[src/rtl/decoder_3to8_pkg.sv]
// Shared types and helpers for the 3-to-8 link decoder.
package dec_pkg;

  localparam int CODE_W = 3;
  localparam int LINE_W = 8;

  typedef logic [CODE_W-1:0] code_t;
  typedef logic [LINE_W-1:0] line_t;

  function automatic line_t onehot(input code_t code);
    return line_t'(1) << code;
  endfunction

  // Returns 1 when {par, code} carries an even number of ones.
  function automatic bit even_par(input code_t code, input logic par);
    return ~(^{par, code});
  endfunction

endpackage

[src/rtl/decoder_3to8_if.sv]
// Link-side and consumer-side handshake bundle of decoder_3to8.
// Optional DEC_PARITY_EN adds dec_par and err_count.
interface decoder_3to8_if #(
  parameter int CNT_W = 16
);
  import dec_pkg::*;

  code_t            dec_a_value;
  logic             EN_dec;
  logic             RDY_dec;
  line_t            out_yvalue;
  logic             RDY_out;
  logic             EN_out;
  logic [CNT_W-1:0] dec_count;

`ifdef DEC_PARITY_EN
  logic             dec_par;
  logic [CNT_W-1:0] err_count;

  modport master (
    output dec_a_value, EN_dec, dec_par, EN_out,
    input  RDY_dec, out_yvalue, RDY_out, dec_count, err_count
  );

  modport slave (
    input  dec_a_value, EN_dec, dec_par, EN_out,
    output RDY_dec, out_yvalue, RDY_out, dec_count, err_count
  );
`else
  modport master (
    output dec_a_value, EN_dec, EN_out,
    input  RDY_dec, out_yvalue, RDY_out, dec_count
  );

  modport slave (
    input  dec_a_value, EN_dec, EN_out,
    output RDY_dec, out_yvalue, RDY_out, dec_count
  );
`endif

endinterface

[src/rtl/decoder_3to8_fifo.sv]
// Small code FIFO: storage, wrapping pointers, occupancy and full/empty flags.
module dec_fifo
  import dec_pkg::*;
#(
  parameter int DEPTH = 4
) (
  input  logic  CLK,
  input  logic  RST,
  input  logic  push,
  input  code_t wdata,
  input  logic  pop,
  output code_t rdata,
  output logic  full,
  output logic  empty
);

  localparam int AW = $clog2(DEPTH);
  localparam int OW = $clog2(DEPTH + 1);

  code_t         mem [DEPTH];
  logic [AW-1:0] wr_ptr;
  logic [AW-1:0] rd_ptr;
  logic [OW-1:0] occ;
  logic          do_push;
  logic          do_pop;

  assign full    = (occ == OW'(DEPTH));
  assign empty   = (occ == '0);
  assign do_push = push & ~full;
  assign do_pop  = pop & ~empty;
  assign rdata   = mem[rd_ptr];

  always_ff @(posedge CLK) begin
    if (RST) begin
      wr_ptr <= '0;
      rd_ptr <= '0;
      occ    <= '0;
    end else begin
      if (do_push) wr_ptr <= wr_ptr + AW'(1);
      if (do_pop)  rd_ptr <= rd_ptr + AW'(1);
      case ({do_push, do_pop})
        2'b10:   occ <= occ + OW'(1);
        2'b01:   occ <= occ - OW'(1);
        default: occ <= occ;
      endcase
    end
  end

  // Storage needs no reset; the pointers alone define which entries are live.
  always_ff @(posedge CLK) begin
    if (do_push) mem[wr_ptr] <= wdata;
  end

endmodule

[src/rtl/decoder_3to8.sv]
// Receive end of the 8-line encoder link: buffers 3-bit codes and rebuilds one-hot lines.
// Optional DEC_PARITY_EN: even-parity gate on pushes with a rejected-word counter.
module decoder_3to8
  import dec_pkg::*;
#(
  parameter int DEPTH = 4,
  parameter int CNT_W = 16
) (
  input  logic           CLK,
  input  logic           RST,
  decoder_3to8_if.slave  bus
);

  code_t            head;
  logic             full;
  logic             empty;
  logic             push;
  logic             pop;
  logic [CNT_W-1:0] dec_cnt;

  assign pop = bus.EN_out & ~empty;

`ifdef DEC_PARITY_EN
  logic             par_ok;
  logic [CNT_W-1:0] err_cnt;

  assign par_ok = even_par(bus.dec_a_value, bus.dec_par);
  assign push   = bus.EN_dec & ~full & par_ok;

  always_ff @(posedge CLK) begin
    if (RST) begin
      err_cnt <= '0;
    end else if (bus.EN_dec && !full && !par_ok && err_cnt != '1) begin
      err_cnt <= err_cnt + CNT_W'(1);
    end
  end

  assign bus.err_count = err_cnt;
`else
  assign push = bus.EN_dec & ~full;
`endif

  dec_fifo #(
    .DEPTH (DEPTH)
  ) u_fifo (
    .CLK   (CLK),
    .RST   (RST),
    .push  (push),
    .wdata (bus.dec_a_value),
    .pop   (pop),
    .rdata (head),
    .full  (full),
    .empty (empty)
  );

  always_ff @(posedge CLK) begin
    if (RST) begin
      dec_cnt <= '0;
    end else if (pop && dec_cnt != '1) begin
      dec_cnt <= dec_cnt + CNT_W'(1);
    end
  end

  assign bus.RDY_dec    = ~full;
  assign bus.RDY_out    = ~empty;
  assign bus.out_yvalue = empty ? '0 : onehot(head);
  assign bus.dec_count  = dec_cnt;

endmodule

[src/flat_wrapper.sv]
// flat-port wrapper written by rule: the top's interface ports become plain ports
module decoder_3to8_flat import dec_pkg::*;
#(
  parameter int DEPTH = 4,
  parameter int CNT_W = 16
)
  (CLK, RST, bus_dec_a_value, bus_EN_dec, bus_EN_out, bus_RDY_dec, bus_out_yvalue, bus_RDY_out, bus_dec_count);
  decoder_3to8_if #(.CNT_W(CNT_W)) bus_i ();
  input  logic CLK;
  input  logic RST;
  input wire logic [$bits(bus_i.dec_a_value)-1:0] bus_dec_a_value;
  input wire logic [$bits(bus_i.EN_dec)-1:0] bus_EN_dec;
  input wire logic [$bits(bus_i.EN_out)-1:0] bus_EN_out;
  output wire logic [$bits(bus_i.RDY_dec)-1:0] bus_RDY_dec;
  output wire logic [$bits(bus_i.out_yvalue)-1:0] bus_out_yvalue;
  output wire logic [$bits(bus_i.RDY_out)-1:0] bus_RDY_out;
  output wire logic [$bits(bus_i.dec_count)-1:0] bus_dec_count;
  assign bus_i.dec_a_value = bus_dec_a_value;
  assign bus_i.EN_dec = bus_EN_dec;
  assign bus_i.EN_out = bus_EN_out;
  assign bus_RDY_dec = bus_i.RDY_dec;
  assign bus_out_yvalue = bus_i.out_yvalue;
  assign bus_RDY_out = bus_i.RDY_out;
  assign bus_dec_count = bus_i.dec_count;
  decoder_3to8 #(.DEPTH(DEPTH), .CNT_W(CNT_W)) u_core (.CLK(CLK), .RST(RST), .bus(bus_i));
endmodule
[config.mk]
export PLATFORM = sky130hd
export DESIGN_NAME = decoder_3to8_flat
export DESIGN_NICKNAME = d
export VERILOG_FILES = /design/src/rtl/decoder_3to8_pkg.sv /design/src/rtl/decoder_3to8_if.sv /design/src/rtl/decoder_3to8_fifo.sv /design/src/rtl/decoder_3to8.sv /design/src/flat_wrapper.sv
export SDC_FILE = /design/constraint.sdc
export NUM_CORES = 1
export LEC_CHECK = 0
export CAP_MARGIN = 20
export CELL_PAD_IN_SITES_DETAIL_PLACEMENT = 0
export CELL_PAD_IN_SITES_GLOBAL_PLACEMENT = 1
export CORE_MARGIN = 2
export CORE_UTILIZATION = 40
export DETAILED_ROUTE_END_ITERATION = 10
export GPL_TIMING_DRIVEN = 0
export PLACE_DENSITY_LB_ADDON = 0.2
export SETUP_SLACK_MARGIN = 0.02
export SKIP_CTS_REPAIR_TIMING = 1
export SYNTH_ARGS = -nofsm -noshare
export SYNTH_HDL_FRONTEND = slang
export SYNTH_SLANG_ARGS = --single-unit
[constraint.sdc]
create_clock -name CLK -period 2.5 [get_ports CLK]
set_input_delay 0.25 -clock CLK [delete_from_list [all_inputs] [get_ports CLK]]
set_output_delay 0.25 -clock CLK [all_outputs]
set_load 0.05 [all_outputs]
# --- Word-level counts from Yosys, hierarchy flattened ---
# Memories as Yosys holds them, arrays and structs flattened. A register that Yosys moved wholly into a read port is not among the register bits.
# Cells that the tools add are included.
totals:
  output_inout_bits: 26
  n_memories: 1
  wordCells: 30
  inputBits: 7
  regBits: 23
  ram_bits: 12
mem_list:
  columns: ["name", "depth", "word_bits", "read_ports", "rd_ports_with_merged_regs", "wr", "line", "source"]
  rows:
  - ["u_core.u_fifo.mem", 4, 3, 1, 1, 1, "decoder_3to8_fifo.sv:20", "code_t mem [DEPTH];"]
op_classes:
  muxes: 6
  n_shift: 1
  n_addsub: 5
  n_bitwise: 6
  eq_ne: 4
  n_reduce_logical: 3
ops:
  columns: ["operator", "n"]
  rows:
  - ["16-bit by 1-bit adder with 16-bit output, second input constant", 1]
  - ["16-bit inequality test, second input constant", 1]
  - ["8-bit two-way mux", 1]
  - ["1-bit by 3-bit << shifter with 8-bit output, first input constant", 1]
  - ["3-bit one-hot mux with 2 select lines", 1]
  - ["2-bit by 1-bit adder with 2-bit output, second input constant", 2]
  - ["1-bit AND", 4]
  - ["2-bit two-way mux", 2]
  - ["3-bit by 1-bit adder with 3-bit output, second input constant", 1]
  - ["3-bit == test, second input constant", 1]
  - ["3-bit logical NOT", 1]
  - ["3-bit by 1-bit subtractor with 3-bit output, second input constant", 1]
  - ["2-bit by 1-bit == test with 1-bit output, second input constant", 1]
  - ["2-bit == test, second input constant", 1]
  - ["1-bit two-way mux", 2]
  - ["1-bit inverter", 2]
  - ["2-bit nonzero test", 1]
  - ["1-bit logical AND", 1]

# --- Logic depth before layout (Yosys ltp) ---
depth:
  word_depth: 6
  depth_mapped: 8
  mapped_depth_nobuf: 8

# --- Modules after synthesis ---
# A second synthesis with hierarchy kept.
unflattened:
  hier_cells: 181
  area_unflattened_um2: 1798.0
modules_own_cells:
  columns: ["module", "area_per_inst_um2", "cells_each", "instances"]
  rows:
  - ["dec_fifo", 913.4, 69, 1]
  - ["decoder_3to8", 884.6, 112, 1]

# --- Worst setup path before layout ---
# OpenSTA, ideal clock, no wires.
synth_timing:
  path_type: "reg2reg"
  from: "register u_core.u_fifo.occ[0]"
  to: "register u_core.u_fifo.occ[2]"
  path_stages_with_launch: 9
  arrival_time_ns: 2.377
  setup_slack_ns: 0.053
  cell_sequence: "dfxtp_1 -> or3b_1 -> and2_1 -> inv_1 -> ha_1 -> fa_1 -> xnor2_1 -> or3_1 -> a21oi_1"
synth_between:
  elab_chain_cells: 6
  elab_cells_between_ends: 14
synth_rtl:
  columns: ["item", "line", "source"]
  rows:
  - ["start, declared", "decoder_3to8_fifo.sv:23", "logic [OW-1:0] occ;"]
  - ["start signal, assigned", "decoder_3to8_fifo.sv:42", "2'b10: occ <= occ + OW'(1);"]
  - ["start signal, assigned", "decoder_3to8_fifo.sv:43", "2'b01: occ <= occ - OW'(1);"]
  - ["3-bit == test (*)", "decoder_3to8_fifo.sv:27", "assign full = (occ == OW'(DEPTH));"]
  - ["1-bit inverter (*)", null, null]
  - ["named net bus_RDY_dec", "flat_wrapper.sv:14", "output wire logic [$bits(bus_i.RDY_dec)-1:0] bus_RDY_dec;"]
  - ["1-bit AND", "decoder_3to8.sv:40", "assign push = bus.EN_dec & ~full;"]
  - ["1-bit AND (*)", "decoder_3to8_fifo.sv:29", "assign do_push = push & ~full;"]
  - ["2-bit by 1-bit == test with 1-bit output / 2-bit == test (equally long branches)", "decoder_3to8_fifo.sv:41", "case ({do_push, do_pop})"]
  - ["3-bit one-hot mux with 2 select lines / 2-bit nonzero test (equally long branches)", null, null]
# The timed path passes the listed nets; every way through them passes the cells marked *.
# A chain may end at the register's enable or synchronous reset.

# --- Worst setup path in the final report ---
layout_timing:
  from: "register u_core.u_fifo.occ[0]"
  to: "register u_core.u_fifo.occ[2]"
layout_between:
  elab_chain_cells: 6
  elab_cells_between_ends: 14
layout_rtl:
  columns: ["item", "line"]
  rows:
  - ["3-bit == test / 3-bit logical NOT (equally long branches)", "decoder_3to8_fifo.sv:27, decoder_3to8_fifo.sv:28"]
  - ["1-bit inverter (on tied branches)", null]
  - ["1-bit AND (on tied branches)", "decoder_3to8.sv:40, decoder_3to8.sv:21"]
  - ["1-bit AND (on tied branches)", "decoder_3to8_fifo.sv:29, decoder_3to8_fifo.sv:30"]
  - ["2-bit by 1-bit == test with 1-bit output / 2-bit == test (equally long branches)", "decoder_3to8_fifo.sv:41"]
  - ["3-bit one-hot mux with 2 select lines / 2-bit nonzero test (equally long branches)", null]
# Parallel ways exist; a longest one is shown, timed or not.

==> results.txt <==
* Fillcell total: 392
- The clock reaches the later pin of the worst-skew pair after between 0.2 and 0.3 ns.
- Via count of the first global-routing pass: between 1000 and 1500
- Of the synthesized area, sequential elements account for between 40% and 50%.
* Leakage: 0.910 nW
- Proportion of power drawn by flip-flops and latches: between 30% and 40%
* Dominant register cell in the synthesized netlist: dfxtp_1
* Commonest non-fill, non-tap cells in the layout: 25 x dfxtp_1, 24 x clkdlybuf4s50_1, 20 x nor2_1, 13 x nand2_1, 13 x a21oi_1
* Post-synth design cell area: ~1800 um2
- Largest stage delay on the critical path: between 0.4 and 0.5 ns
- Startpoint of the lowest-slack register-to-register path: u_core.u_fifo.occ[0]$_SDFFE_PP0P_
- RePlAce Congestion: approximately 0.81
- Sw Share: between 30% and 40%
- The total count of hold-check failures in the final report came to 0.
- Dividing the final minimum period by the clock period gives around nine tenths.
- The routed layout has approximately 1500 vias.
- The average instance in the mapped netlist occupies 10.1 um2.
- Critical Path Stages: 8
- The clock arrives with roughly 0.0091 ns of skew.
- The setup check on the worst reg-to-reg path leaves a slack of roughly 0.22 ns.
- Tightest slew margin relative to the limit: a little over 60%
- The first global-routing pass estimated 7020 um of wire.
* Hold WS: around 0.51 ns
- Post-Route Utilization: roughly 53%
- Total congestion overflow: 0
- Max Clock Freq: roughly 0.44 GHz
* Clock transition at the registers of the reported paths: ~0.07 ns
* End point of the most critical hold path: u_core.u_fifo.wr_ptr[1]$_SDFFE_PP0P_
- Number of I/O pins: 33
- RSZ-0062 raised after global routing: false
- Data required, critical path: 2.72 ns
- Combinational cells account for 34.3% of the total power.
- In the global route stage, overall resource usage came out at around 18%.
* Number of port buffers: 32
- For this design the total switching power over the nets is roughly 0.69 mW.
- Crit-path slowest cell: dfxtp_1
- In the final layout, the multi-input gates occupy 896 um2.
- Hold path cells: 2
- FF/Latch Area: about 860 um2
- For this run, the number of Yosys warnings is 0.
- Max-cap violations in this run came to 0.
* Std cell rows: 24
- Final WL: ~4100 um
- Counting every sink on the clock net gives 37.
- TritonCTS built the clock tree.
- The flow ran to the end, and the final reports show no timing, DRC or antenna violations.
- Root buffer cell: clkbuf_8
- Initial DRC Count: 63
- Net total in the final layout: ~230
- 0 antenna diodes ended up in the layout.
- Height of the die: between 70 and 80 um
- Counting every instance in the synthesized netlist gives 179.
- VDD sags by at most around 250 uV.
- Critical-path maximum fanout: 6
- Layout cells sized above 1: 11.4%
- Power density relative to cell area: 832 nW/um2
- The die is between 70 and 80 um wide.
- The signal on the critical path passes through or3b_1 > and2_1 > inv_1 > ha_1 > fa_1 > xnor2_1 > or3_1 > a21oi_1.
- Entering global routing, the biggest net connects 13 pins.
- For the worst setup path, the data arrival time is 2.50 ns.
- Yosys mapped a number of flops with a built-in enable equal to 12.
- Dividing the detail-routed via count by the number of cells gives around 5.5.
* Startpoint type of the worst setup path: register
- The wire-length estimate of the detail-placed layout is 3050 um.
- Counting I/O delays and the setup requirement, the final critical path takes around 2.3 ns.
- Cell internal power was estimated by the tool at approximately 1.2 mW.
- Most common cell after layout, fill and taps aside: dfxtp_1
- Class of the most critical hold timing path: register to register
- The clock passes through at most 2 buffers.
- Synthesis produced a netlist with a net count of 193.
- Combined buffer and inverter count along the critical path: 1
- The floorplan step defined a die boundary enclosing between 5000 and 6000 um2.
- For this run, the number of standard cells in the final layout without fillers is approximately 270.
- The area growth from synthesis to layout is 28.1%.
- Flip-flop and latch count after synthesis: 37
- CP delay by family, top: simple AND/OR/NAND/NOR gates
- In the final routed layout, each cell accounts on average for 15.0 um.
* Pin slew with the least headroom to its limit: 0.560 ns
* Total power after layout: 1.93 mW
- The initial antenna violation count is 0.
- Path type of the worst setup path: register to register
- Total clock buffers created by CTS: 5
* Clock group share of total power: 26.0%
* Beginning of the worst hold path: u_core.u_fifo.wr_ptr[1]$_SDFFE_PP0P_
- In this run, placement finished with an instance count of 263.
- With fillers left out, the area of the finished cells amounts to approximately 2300 um2.
- Placeable Area: approximately 4400 um2
- Async SR Flop Fraction: 0%
- The first detailed-routing pass took 4 iterations.
- Setup violations remaining at the end of the flow were counted as 0.
- The detail route stage leaves a number of antenna-violating nets equal to 0.
- Number of design rule violations left after detail routing: 0
- The clock tree synthesis step divided the H-tree into 2 levels.
* Final slew viol count: 0
* Kind of end point of the critical path: register
* Worst flop-to-flop path endpoint: u_core.u_fifo.occ[2]$_SDFFE_PP0P_
- For this configuration, the core starts out at a cell density of about two fifths.
* Cell depth of the worst flop-to-flop path: 8
- Number of distinct library cells after synthesis: between 40 and 50
- In this run the cell area measured after placement is about 2200 um2.
cells in the mapped netlist (5+ instances only):
cell type  number  area (um2)
nor3_1          5        25.0
nor2_1         20        75.1
nand2_1        13        48.8
dfxtp_1        25         500
ha_1            6        75.1
or4_1           6        45.0
edfxtp_1       12         360
o31ai_1         5        37.5
and3_1          6        37.5
a21oi_1        13        65.1
inv_1           6        22.5
worst min-delay path: stages (launching register included):
cell and delay [ns]:
dfxtp_1 0.35, nand2_1 0.06, a21oi_1 0.06
registers in the layout, summed over array words and instances (netlist names), named ones only:
name	count
u_core.bus.dec_count	16
u_core.u_fifo.occ	3
u_core.u_fifo.mem	12
u_core.u_fifo.rd_ptr	2
u_core.u_fifo.wr_ptr	2
how the worst max path moves through the flow:
stage / start / end / slack (ns)
2_1_floorplan: u_core.u_fifo.occ[0]$_SDFFE_PP0P_ / u_core.u_fifo.occ[2]$_SDFFE_PP0P_ / 0.05
4_1_cts: register / bus_out_yvalue[4] / -0.31
3_5_place_dp: bus_EN_out / u_core.u_fifo.occ[2]$_SDFFE_PP0P_ / 0.005
3_3_place_gp: bus_EN_out / u_core.u_fifo.occ[2]$_SDFFE_PP0P_ / 0.03
6_report: u_core.u_fifo.occ[0]$_SDFFE_PP0P_ / u_core.u_fifo.occ[2]$_SDFFE_PP0P_ / 0.22
5_1_grt: u_core.u_fifo.occ[0]$_SDFFE_PP0P_ / u_core.u_fifo.occ[2]$_SDFFE_PP0P_ / 0.04
power groups by stage:
stage	Sequential, mW	Clock [mW]	Combinational [mW]
6_report	0.768	0.502	0.664
5_1_grt	0.781	0.545	0.725
4_1_cts	0.771	0.515	0.667
3_5_place_dp	0.785	0	0.663
3_3_place_gp	0.776	0	0.646
2_1_floorplan	0.799	0	0.452
cells by family (layout without fill, tap and decap cells):
group	count (synthesis)	in the layout	synth area share (%)
buffers and inverters	13	54	3.17
flip-flops	37	37	47.4
adder cells (fa/ha/maj)	7	7	5.24
AND/OR/NAND/NOR	79	79	23.9
AO/OA/AOI/OAI	29	29	10.6
XOR/XNOR	5	5	2.41
multiplexers	9	9	7.31
layout make-up:
type	count	area share (%)
multi-input cells	129	38.6
flip-flops and latches	37	37.0
repair buffers	33	14.3
clock buffers	6	3.12
well taps	52	2.80
clock inverters	2	1.51
plain buffers	6	1.35
inverters	7	1.29
layer usage:
layer	global-route usage, %	share of wire [%]
met5	0	0
met4	6.92	1.5
met3	3.23	4.7
met2	31.4	51
met1	21.1	43
stage by stage:
step           TNS, ns  setup WS, ns
2_1_floorplan        0        0.0527
3_3_place_gp         0        0.0293
3_5_place_dp         0       0.00491
4_1_cts          -1.38        -0.309
5_1_grt              0        0.0415
6_report             0         0.223
Note: power is estimated with default switching activity, not from simulation.
